### config.mk
export PLATFORM = sky130hd
export DESIGN_NAME = serial_fa_adder
export DESIGN_NICKNAME = d
export VERILOG_FILES = /design/src/rtl/serial_fa_adder.sv
export SDC_FILE = /design/constraint.sdc
export NUM_CORES = 1
export LEC_CHECK = 0
export BUFFER_PORTS_ARGS = -buffer_cell sky130_fd_sc_hd__buf_2
export CAP_MARGIN = 25
export CELL_PAD_IN_SITES_DETAIL_PLACEMENT = 0
export CELL_PAD_IN_SITES_GLOBAL_PLACEMENT = 2
export CORE_MARGIN = 1
export CORE_UTILIZATION = 30
export CTS_CLUSTER_DIAMETER = 150
export DETAILED_ROUTE_END_ITERATION = 10
export GPL_TIMING_DRIVEN = 0
export PLACE_DENSITY = 0.7
export SLEW_MARGIN = 15
export SYNTH_ARGS = -nofsm -noshare
export SYNTH_HDL_FRONTEND = slang
export SYNTH_SLANG_ARGS = --single-unit
### constraint.sdc
create_clock -name clk -period 2.45 [get_ports clk]
set_input_delay 0.245 -clock clk [delete_from_list [all_inputs] [get_ports clk]]
set_output_delay 0.245 -clock clk [all_outputs]
set_load 0.005 [all_outputs]
### src/rtl/serial_fa_adder.sv
// serial_fa_adder: bit-serial adder/subtractor built on one decoder-based
// full-adder cell. Operands load in parallel, are processed LSB-first one bit
// per clock, and the result is returned in parallel with carry-out.
//
// Parameters:
//   WIDTH   operand/result width in bits (2..32)
// Ports:
//   clk     rising-edge clock
//   rst     asynchronous active-high reset
//   start   request, accepted only in IDLE
//   sub     0 = a+b, 1 = a-b (sampled with start)
//   a, b    operands (sampled with start)
//   busy    high while bits are being processed
//   done    one-cycle pulse when the result is complete
//   sum     result, held until the next accepted start
//   cout    final carry (for subtract, 1 = no borrow)
//   ovf     signed overflow
//
// Optional feature macro: SERIAL_FA_OVF_EN
//   defined   -> ovf reports signed overflow of the completed operation
//   undefined -> ovf is tied low and no overflow logic is built
module serial_fa_adder #(
   parameter int unsigned WIDTH = 8
) (
   input  logic             clk,
   input  logic             rst,
   input  logic             start,
   input  logic             sub,
   input  logic [WIDTH-1:0] a,
   input  logic [WIDTH-1:0] b,
   output logic             busy,
   output logic             done,
   output logic [WIDTH-1:0] sum,
   output logic             cout,
   output logic             ovf
);

   localparam int unsigned CNT_W = (WIDTH > 1) ? $clog2(WIDTH) : 1;
   localparam logic [CNT_W-1:0] LAST_BIT = CNT_W'(WIDTH - 1);

   typedef enum logic [1:0] {
      IDLE = 2'd0,
      RUN  = 2'd1,
      DONE = 2'd2
   } state_t;

   state_t           state;
   state_t           state_nxt;
   logic             accept;
   logic             last_bit;

   logic [WIDTH-1:0] a_sh;
   logic [WIDTH-1:0] b_sh;
   logic             carry;
   logic [CNT_W-1:0] cnt;

   logic [2:0]       dec_in;
   logic [7:0]       minterm;
   logic             s_bit;
   logic             c_bit;

   // Full-adder cell: 3-to-8 minterm decoder, sum and carry as OR of minterms
   always_comb begin
      dec_in  = {a_sh[0], b_sh[0], carry};
      minterm = 8'b0000_0001 << dec_in;
      s_bit   = minterm[1] | minterm[2] | minterm[4] | minterm[7];
      c_bit   = minterm[3] | minterm[5] | minterm[6] | minterm[7];
   end

   // State register
   always_ff @(posedge clk or posedge rst) begin
      if (rst) begin
         state <= IDLE;
      end else begin
         state <= state_nxt;
      end
   end

   // Next-state logic and datapath strobes
   always_comb begin
      state_nxt = state;
      accept    = 1'b0;
      last_bit  = 1'b0;
      case (state)
         IDLE: begin
            if (start) begin
               accept    = 1'b1;
               state_nxt = RUN;
            end
         end
         RUN: begin
            if (cnt == LAST_BIT) begin
               last_bit  = 1'b1;
               state_nxt = DONE;
            end
         end
         DONE: begin
            state_nxt = IDLE;
         end
         default: begin
            state_nxt = IDLE;
         end
      endcase
   end

   // Status flags registered from the next state so they track state exactly
   always_ff @(posedge clk or posedge rst) begin
      if (rst) begin
         busy <= 1'b0;
         done <= 1'b0;
      end else begin
         busy <= (state_nxt == RUN);
         done <= (state_nxt == DONE);
      end
   end

   // Operand shifters, running carry, bit counter, result and carry-out
   always_ff @(posedge clk or posedge rst) begin
      if (rst) begin
         a_sh  <= '0;
         b_sh  <= '0;
         carry <= 1'b0;
         cnt   <= '0;
         sum   <= '0;
         cout  <= 1'b0;
      end else if (accept) begin
         // Subtract is a + ~b + 1: invert b and seed the carry with 1
         a_sh  <= a;
         b_sh  <= sub ? ~b : b;
         carry <= sub;
         cnt   <= '0;
         sum   <= '0;
      end else if (state == RUN) begin
         sum   <= {s_bit, sum[WIDTH-1:1]};
         carry <= c_bit;
         a_sh  <= {1'b0, a_sh[WIDTH-1:1]};
         b_sh  <= {1'b0, b_sh[WIDTH-1:1]};
         cnt   <= cnt + CNT_W'(1);
         if (last_bit) begin
            cout <= c_bit;
         end
      end
   end

`ifdef SERIAL_FA_OVF_EN
   // During the MSB cycle the carry register holds the carry into the MSB
   always_ff @(posedge clk or posedge rst) begin
      if (rst) begin
         ovf <= 1'b0;
      end else if (accept) begin
         ovf <= 1'b0;
      end else if (last_bit) begin
         ovf <= carry ^ c_bit;
      end
   end
`else
   assign ovf = 1'b0;
`endif

endmodule

==> impl_metrics.yaml <==
clock_tree:
  cts_setup_buffers: 0
  cts.clk_slew.worst_paths_ns: 0.06
  cts_resized: 0
  cts_buffer_depth: 2
  cts-root-buf: "clkbuf_8"
  clk_latency_ns: 0.28
  cts_sinks: 33
  htree_levels: 2
  cts_tree: "yes"
  cts_made_buffers: 5
  cts_hold_buffers: 0
synthesis:
  synth_warnings: 0
  syn-cell-area_um2: 1471
  yosys-top-cells-area: "dfrtp_1 56%, nand2_1 6.1%, a22o_1 5.4%"
  seq_area_frac_synth: 0.5612
  synth_edf_count: 0
  synth.distinct_cells: 25
  synthFlopType: "dfrtp_1"
  async_reset_ff_frac: 1.000
  syn-num-nets: 156
  synth_most_common_cell: "dfrtp_1"
  synthCells: 133
  synth_area_per_cell_um2: 11.06
  synthTopCellsByCount: "33 x dfrtp_1, 24 x nand2_1, 9 x a22o_1"
  synth_largest_area_cell: "dfrtp_1"
  synth_seq_cells: 33
  yosys.area.top_type_share: 0.5612
drt:
  viasPerCell: 4.692
  ant_nets: 0
  drt_first_pass_iters: 4
  drt_iter0_markers: 41
  drc: 0
  avgRoutedWirePerCell_um: 13.45
  num_vias: 1112
  wl_mm: 3.187
power_and_ir_drop:
  p_clk_frac: 0.201
  internal_power_mw: 1.286
  p_comb_frac: 0.346
  vdd_drop_max_v: 0.0002853
  leakage_nw: 0.8320
  powerDensity_nw_per_um2: 1093
  power.share.switching: 0.3390
  power.switching_uw: 659.6
  fin_total_pwr_mw: 1.946
  p_seq_frac: 0.453
timing:
  slew_headroom: 0.5371
  finalMaxSlewViolations: 0
  final.setup.worst_slack_ns: 1.181
  worst_pin_slew_ns: 0.6933
  fin_hold_ws_ns: 0.06693
  tns_ns: 0
  min_period_ns: 1.269
  finalClockSkew_ns: 0.006154
  hold_viol_final: 0
  rsz0062_at_grt: "no"
  max_freq_ghz: 0.7879
  period_share: 0.5180
  finalSetupViolCount: 0
place:
  gp_congestion: 0.7249
  io_buffers: 29
  placed_cell_area_um2: 1700
  dp_slack_ns: 1.188
  dp_hpwl_mm: 2.188
  dp_cells: 229
status:
  outcome: "finished clean"
layout:
  fin_util: 0.3770
  layout.nets: 192
  area_delta_synth_final_pct: 21.00
  design_area_um2: 1780
  drive_gt1_frac: 0.2765
  num_antenna_cells: 0
  stdcell_count: 237
setup_path:
  worstPathArrival_ns: 1.41
  crit_type: "flop to flop"
  crit_path_start_kind: "flop"
  crit_fanout: 10
  worstSetupEndpointType: "flop"
  crit_required_ns: 2.59
run:
  maxCapViolations: 0
grt:
  gr-usage-all-layers: 0.1397
  first_global_vias: 1100
  grt_max_degree: 34
  grt.overflow.total: 0
  grt_pass1_wl_mm: 5.395
  antenna_found_initial: 0
floorplan:
  row_count: 25
  ioPinCount: 32
  dieArea_um2: 5189
  core_area_um2: 4723
  initial_core_util: 0.3115
  fp.dieW_um: 72.04
  fp.dieH_um: 72.04
worst_hold_path:
  hold_class: "input pin to asynchronous set/reset pin"
## critical path, cell delays in order (launching register included)
cell and delay (ns):
dfrtp_1 0.47, o21bai_2 0.24, buf_6 0.15, buf_6 0.14, nand2_1 0.06, o21ai_0 0.07
## power groups by stage
stage / sequential (mW) / clock, mW / combinational, mW
floorplan: 0.874 / 0 / 0.472
global placement: 0.887 / 0 / 0.671
detailed placement: 0.891 / 0 / 0.689
CTS: 0.883 / 0.404 / 0.690
global route: 0.911 / 0.427 / 0.766
finish: 0.881 / 0.391 / 0.674
## cells by family (layout without fill, tap and decap cells)
logic type | count (synthesis) | count (layout) | share of synthesized area
flops | 33 | 33 | 0.5612
simple gates | 31 | 31 | 0.08929
compound gates | 40 | 40 | 0.1981
mux | 1 | 1 | 0.006803
buf+inv | 16 | 53 | 0.06377
fa+ha+maj | 3 | 3 | 0.03061
other cells | 1 | 1 | 0.002549
xor+xnor | 8 | 8 | 0.04762
## cell type report
| type | instances | area (um^2) |
|---|---|---|
| plain buffers | 10 | 71.32 |
| clock buffers | 8 | 80.08 |
| fillers | 498 | 2943 |
| inverters | 6 | 22.52 |
| multi-input cells | 84 | 551.8 |
| flip-flops and latches | 33 | 825.8 |
| well taps | 67 | 83.83 |
| repair buffers | 29 | 145.1 |
## layout by cell type, fill, tap and decap left out, drive strengths merged
cell,count
inv,6
o21ai,11
a32o,1
and3,2
buf,38
nor2,1
clkbuf,9
nand2,25
nor2b,3
mux2i,1
ha,2
a22o,9
o21bai,1
dfrtp,33
a21oi,3
o221ai,7
xnor2,8
fa,1
a22oi,8
conb,1
## per-layer routing
metal | track usage | wire (um)
met1 | 0.1821 | 1515
met2 | 0.2096 | 1409
met3 | 0.05139 | 219
met4 | 0.05882 | 42
met5 | 0 | 0
## registers in the layout (all words and copies together), names as in the netlist
register / count
cout: 1
done: 1
carry: 1
b_sh: 8
sum: 8
a_sh: 8
cnt: 3
state: 2
busy: 1
## worst paths after layout
path                           end  slack (ns)  cells after the start  startpoint
max                          carry        1.18                      5    state[1]
min                        a_sh[1]        0.07                      2         rst
max reg2reg                  carry        1.18                      5    state[1]
min reg2reg                a_sh[3]        0.48                      2     a_sh[3]
max in group asynchronous  b_sh[3]        1.94                      2         rst
min in group clk           a_sh[7]        0.22                      2        a[7]
No activity file was read; power rests on OpenSTA's default activity.
